## config.mk

```make
export PLATFORM = sky130hd
export DESIGN_NAME = vga_pattern_sequencer
export DESIGN_NICKNAME = d
export VERILOG_FILES = /design/src/rtl/vga_pattern_sequencer.sv
export SDC_FILE = /design/constraint.sdc
export NUM_CORES = 1
export LEC_CHECK = 0
export ABC_AREA = 1
export ABC_CLOCK_PERIOD_IN_PS = 1500
export CAP_MARGIN = 25
export CORE_MARGIN = 10
export CORE_UTILIZATION = 41
export DETAILED_ROUTE_END_ITERATION = 16
export PLACE_DENSITY = 0.74
export SLEW_MARGIN = 20
export SYNTH_ARGS = -nofsm -noshare
export SYNTH_HDL_FRONTEND = slang
export SYNTH_SLANG_ARGS = --single-unit
```

## constraint.sdc

```tcl
create_clock -name clk_i -period 1.5 [get_ports clk_i]
set_input_delay 0.3 -clock clk_i [delete_from_list [all_inputs] [get_ports clk_i]]
set_output_delay 0.3 -clock clk_i [all_outputs]
set_load 0.01 [all_outputs]
```

## src/rtl/vga_pattern_sequencer.sv

```systemverilog
// Pattern-select sequencer for the VGA test pattern generator, driven by UART bytes.
// Optional echo of accepted commands back to the UART: define PATTERN_SEQ_ECHO_EN.
module vga_pattern_sequencer #(
  parameter int NUM_PATTERNS    = 7,
  parameter int DWELL_FRAMES    = 120,
  parameter int FRAME_CNT_WIDTH = 8
) (
  input  logic       clk_i,
  input  logic       rst_n_i,
  input  logic       rx_dv_i,
  input  logic [7:0] rx_byte_i,
  input  logic       Vsync_i,
  output logic [3:0] pattern_o,
  output logic       auto_mode_o,
  output logic       frame_tick_o
`ifdef PATTERN_SEQ_ECHO_EN
  ,
  output logic       tx_dv_o,
  output logic [7:0] tx_byte_o,
  input  logic       tx_active_i
`endif
);

  typedef enum logic {
    MANUAL = 1'b0,
    AUTO   = 1'b1
  } state_t;

  localparam logic [7:0] DIG_LAST = 8'(32'h30 + NUM_PATTERNS - 1);
  localparam logic [3:0] LAST_PAT = 4'(NUM_PATTERNS - 1);
  localparam logic [FRAME_CNT_WIDTH-1:0] DWELL_LAST =
    FRAME_CNT_WIDTH'(DWELL_FRAMES - 1);

  state_t                     state;
  logic                       vs_d;
  logic [3:0]                 pending;
  logic [FRAME_CNT_WIDTH-1:0] frame_cnt;

  logic       tick;
  logic       is_digit;
  logic       is_auto;
  logic       is_man;
  logic [3:0] next_pat;

  assign tick = Vsync_i & ~vs_d;

  assign is_digit = rx_dv_i
                  && (rx_byte_i >= 8'h30)
                  && (rx_byte_i <= DIG_LAST);
  assign is_auto = rx_dv_i
                 && ((rx_byte_i == 8'h61) || (rx_byte_i == 8'h41));
  assign is_man = rx_dv_i
                && ((rx_byte_i == 8'h6D) || (rx_byte_i == 8'h4D));

  // Pattern 0 means "disabled", so the auto walk wraps back to 1.
  assign next_pat = (pattern_o >= LAST_PAT) ? 4'd1 : pattern_o + 4'd1;

  always_ff @(posedge clk_i or negedge rst_n_i) begin
    if (!rst_n_i) begin
      state        <= MANUAL;
      vs_d         <= 1'b1;
      pending      <= 4'd0;
      frame_cnt    <= '0;
      pattern_o    <= 4'd0;
      auto_mode_o  <= 1'b0;
      frame_tick_o <= 1'b0;
    end else begin
      vs_d         <= Vsync_i;
      frame_tick_o <= tick;
      if (tick) begin
        if (state == AUTO) begin
          if (frame_cnt == DWELL_LAST) begin
            frame_cnt <= '0;
            pattern_o <= next_pat;
          end else begin
            frame_cnt <= frame_cnt + 1'b1;
          end
        end else begin
          pattern_o <= pending;
        end
      end
      // Commands take effect after any same-cycle tick action.
      unique case (1'b1)
        is_digit: begin
          pending     <= rx_byte_i[3:0];
          state       <= MANUAL;
          auto_mode_o <= 1'b0;
        end
        is_auto: begin
          state       <= AUTO;
          auto_mode_o <= 1'b1;
          frame_cnt   <= '0;
        end
        is_man: begin
          pending     <= pattern_o;
          state       <= MANUAL;
          auto_mode_o <= 1'b0;
        end
        default: ;
      endcase
    end
  end

`ifdef PATTERN_SEQ_ECHO_EN
  logic       accept;
  logic       echo_full;
  logic [7:0] echo_buf;

  assign accept = is_digit | is_auto | is_man;

  always_ff @(posedge clk_i or negedge rst_n_i) begin
    if (!rst_n_i) begin
      echo_full <= 1'b0;
      echo_buf  <= 8'd0;
      tx_dv_o   <= 1'b0;
      tx_byte_o <= 8'd0;
    end else begin
      tx_dv_o <= 1'b0;
      if (echo_full && !tx_active_i) begin
        tx_dv_o   <= 1'b1;
        tx_byte_o <= echo_buf;
        echo_full <= 1'b0;
      end
      // Latest accepted byte wins the single buffer slot.
      if (accept) begin
        echo_buf  <= rx_byte_i;
        echo_full <= 1'b1;
      end
    end
  end
`endif

endmodule
```

==> impl_metrics.json <==
{
  "setup.worst_path.class": "reg -> out",
  "drv_cap": 0,
  "outcome": "completed",
  "ioPinCount": 18,
  "ir_drop_v": 0.001140,
  "clock-sinks": 19,
  "leakagePower_nw": 0.8107,
  "die_height_um": 74.04,
  "drtAntennaViolNets": 0,
  "critPathMaxStageDelay_ns": 0.53,
  "core_sq_mm": 0.002781,
  "drive_above_1_share": 0.2273,
  "hold_viol": 0,
  "die_w_um": 74.04,
  "drc_errors": 0,
  "grt_max_degree": 20,
  "drt_pass1_iterations": 4,
  "fill_cells": 261,
  "fin_crit_ns": 1.443,
  "whs_ns": 0.3459,
  "finalWirelength_mm": 2.675,
  "finalSetupViolCount": 0,
  "ys_seq_elements": 19,
  "max_freq_mhz": 693.0,
  "crit_path_end_kind": "output pin",
  "slew_viol_final": 0,
  "path_cells": "clkdlybuf4s50_1",
  "std_cell_rows": 19,
  "cp_num_buf_inv": 1,
  "place.port_buffers": 17,
  "syn_area_sq_mm": 0.001197,
  "hpwl_mm": 2.207,
  "cp.required_ns": 1.20,
  "syn_avg_cell_area_sq_um": 7.437,
  "die_area_sq_mm": 0.005482,
  "synth_area_leaders": "dfrtp_1 38%, nand2_1 14%, inv_1 6.9%",
  "syn_to_final_growth_pct": 29.68,
  "worst-slew-pin-transition_ns": 0.2466,
  "track_usage": 0.1041,
  "fin_crit_sh": 0.9621,
  "ys_warn_count": 0,
  "drtIter0Drc": 47,
  "hold_class": "in -> async",
  "synthesis.nets": 176,
  "rsz0062_at_grt": "false",
  "crit_fanout": 1,
  "insertion_delay_ns": 0.28,
  "r2r-start": "frame_cnt[0]",
  "grt_pass1_vias": 1117,
  "vias_per_cell": 5.004,
  "synth_seq_area_share": 0.3981,
  "synthCells": 161,
  "vias": 1146,
  "clk_pin_slew_worst_paths_ns": 0.10,
  "cts_tree": "yes",
  "start_util": 0.4305,
  "max_slew_margin": 0.8350,
  "synth_area_leader_cell": "dfrtp_1",
  "wl_per_cell_um": 11.68,
  "power_density_mw_per_mm2": 1180,
  "antenna_found_initial": 0,
  "final_util": 0.5583,
  "critPathArrivalTime_ns": 1.14,
  "diodes": 0,
  "crit_start": "frame_tick_o",
  "cts-buffers-inserted": 3,
  "clk_path_buf_depth": 2,
  "place_congestion": 0.8924,
  "synth_top_area_share": 0.3762,
  "critPathTopFamily": "buffers and inverters",
  "fin_skew_ns": 0.003356,
  "start_kind": "flop",
  "grt_pass1_wl_mm": 4.712,
  "synthDistinctLibCells": 26,
  "nNetsFinal": 214,
  "cts_root_buffer": "clkbuf_4",
  "overflow": 0,
  "h-tree-depth": 1,
  "slowest_stage": "clkdlybuf4s50_1"
}
through the flow:
stage / std cells / setup TNS, ns / power (mW) / worst slack [ns] / area (sq um)
floorplan: 161 / 0 / 1.240 / 0.2552 / 1197
global placement: 223 / -0.4652 / 1.565 / -0.09413 / 1511
detailed placement: 223 / -0.8288 / 1.589 / -0.1051 / 1511
CTS: 229 / 0 / 1.848 / 0.02800 / 1549
global route: 229 / 0 / 1.989 / 0.009308 / 1553
finish: 229 / 0 / 1.833 / 0.05690 / 1553
sequential cells by signal, summed over array words and instances (netlist names):
signal        cells
frame_tick_o      1
state             1
pending           4
pattern_o         4
frame_cnt         8
vs_d              1
cell usage after synthesis, drive strengths merged:
| master | number |
|---|---|
| a21boi | 1 |
| a21oi | 3 |
| dfrtp | 18 |
| dfstp | 1 |
| ha | 3 |
| inv | 27 |
| nand2 | 52 |
| nand3 | 19 |
| nand3b | 1 |
| nand4 | 3 |
| nor2 | 17 |
| nor3 | 2 |
| o21ai | 6 |
| o21bai | 1 |
| o22ai | 3 |
| or2 | 1 |
| xor2 | 3 |
cell usage in the layout (no fill, tap or decap), types with 3 or more instances in the layout:
cell type / instances
ha_1: 3
clkbuf_4: 3
dlygate4sd2_1: 5
nor2_1: 11
nand2_1: 45
inv_2: 5
inv_1: 22
nand3_1: 16
clkdlybuf4s50_1: 12
o21ai_0: 4
nor2_2: 4
dfrtp_1: 17
xor2_1: 3
o22ai_1: 3
nand4_1: 3
nand2_2: 5
buf_4: 16
logic make-up after synthesis:
| logic type | Yosys count | share of synthesized area |
|---|---|---|
| flops | 19 | 0.3981 |
| fa+ha+maj | 3 | 0.03135 |
| buf+inv | 27 | 0.08464 |
| simple gates | 95 | 0.3981 |
| compound gates | 14 | 0.06583 |
| xor+xnor | 3 | 0.02195 |
routing by layer:
layer  vias to the layer above  wire length (um)  global-route usage
met2                        19              1368              0.1847
met5                         -                 0                   0
li1                        581                 -                   -
met3                         2               122             0.02660
met1                       544              1176              0.1195
met4                         0                 8             0.03106
path summary, 6_finish.rpt:
| path | endpoint | slack [ns] | cells past startpoint |
|---|---|---|---|
| min in group clk_i | pending[1] | 0.51 | 2 |
| setup / recovery | frame_tick_o | 0.06 | 1 |
| hold / removal | frame_cnt[3] | 0.35 | 2 |
| setup reg to reg | pattern_o[0] | 0.15 | 9 |
| max in group asynchronous | vs_d | 0.89 | 2 |
| hold reg to reg | pending[1] | 0.51 | 2 |
area by class of cell:
cell class                 instances  area [sq um]  share of cell area
clock buffer                       3         22.52             0.01450
clock inverter                     1         5.005            0.003223
inverter                          27         101.3             0.06527
multi-input combinational        115         623.1              0.4013
sequential                        19         478.0              0.3078
tap                               31         38.79             0.02498
timing repair buffer              33         284.0              0.1829
report_power, final:
part	internal, mW	leakage (nW)	switching [mW]
Sequential	0.663	0.237	0.126
Combinational	0.356	0.556	0.443
Clock	0.0988	0.0177	0.146
Total	1.12	0.811	0.715
what timing repair did:
item | 4_1_cts | 5_1_grt
setup endpoints to repair | 5 | 3
hold buffers | 0 | 0
setup buffers | 2 | 0
resized for setup | 6 | 1
cloned | 0 | 0
worst reg2reg max path: stages, from the launching register on:
cell and delay (ns):
dfrtp_1 0.42, ha_1 0.22, nand2_1 0.08, nor2_2 0.10
nand2_2 0.11, nand2_2 0.09, nand2_4 0.07, nor2_2 0.09
nand2_1 0.06, nand2_1 0.05
Note: power is estimated with default switching activity, not from simulation.
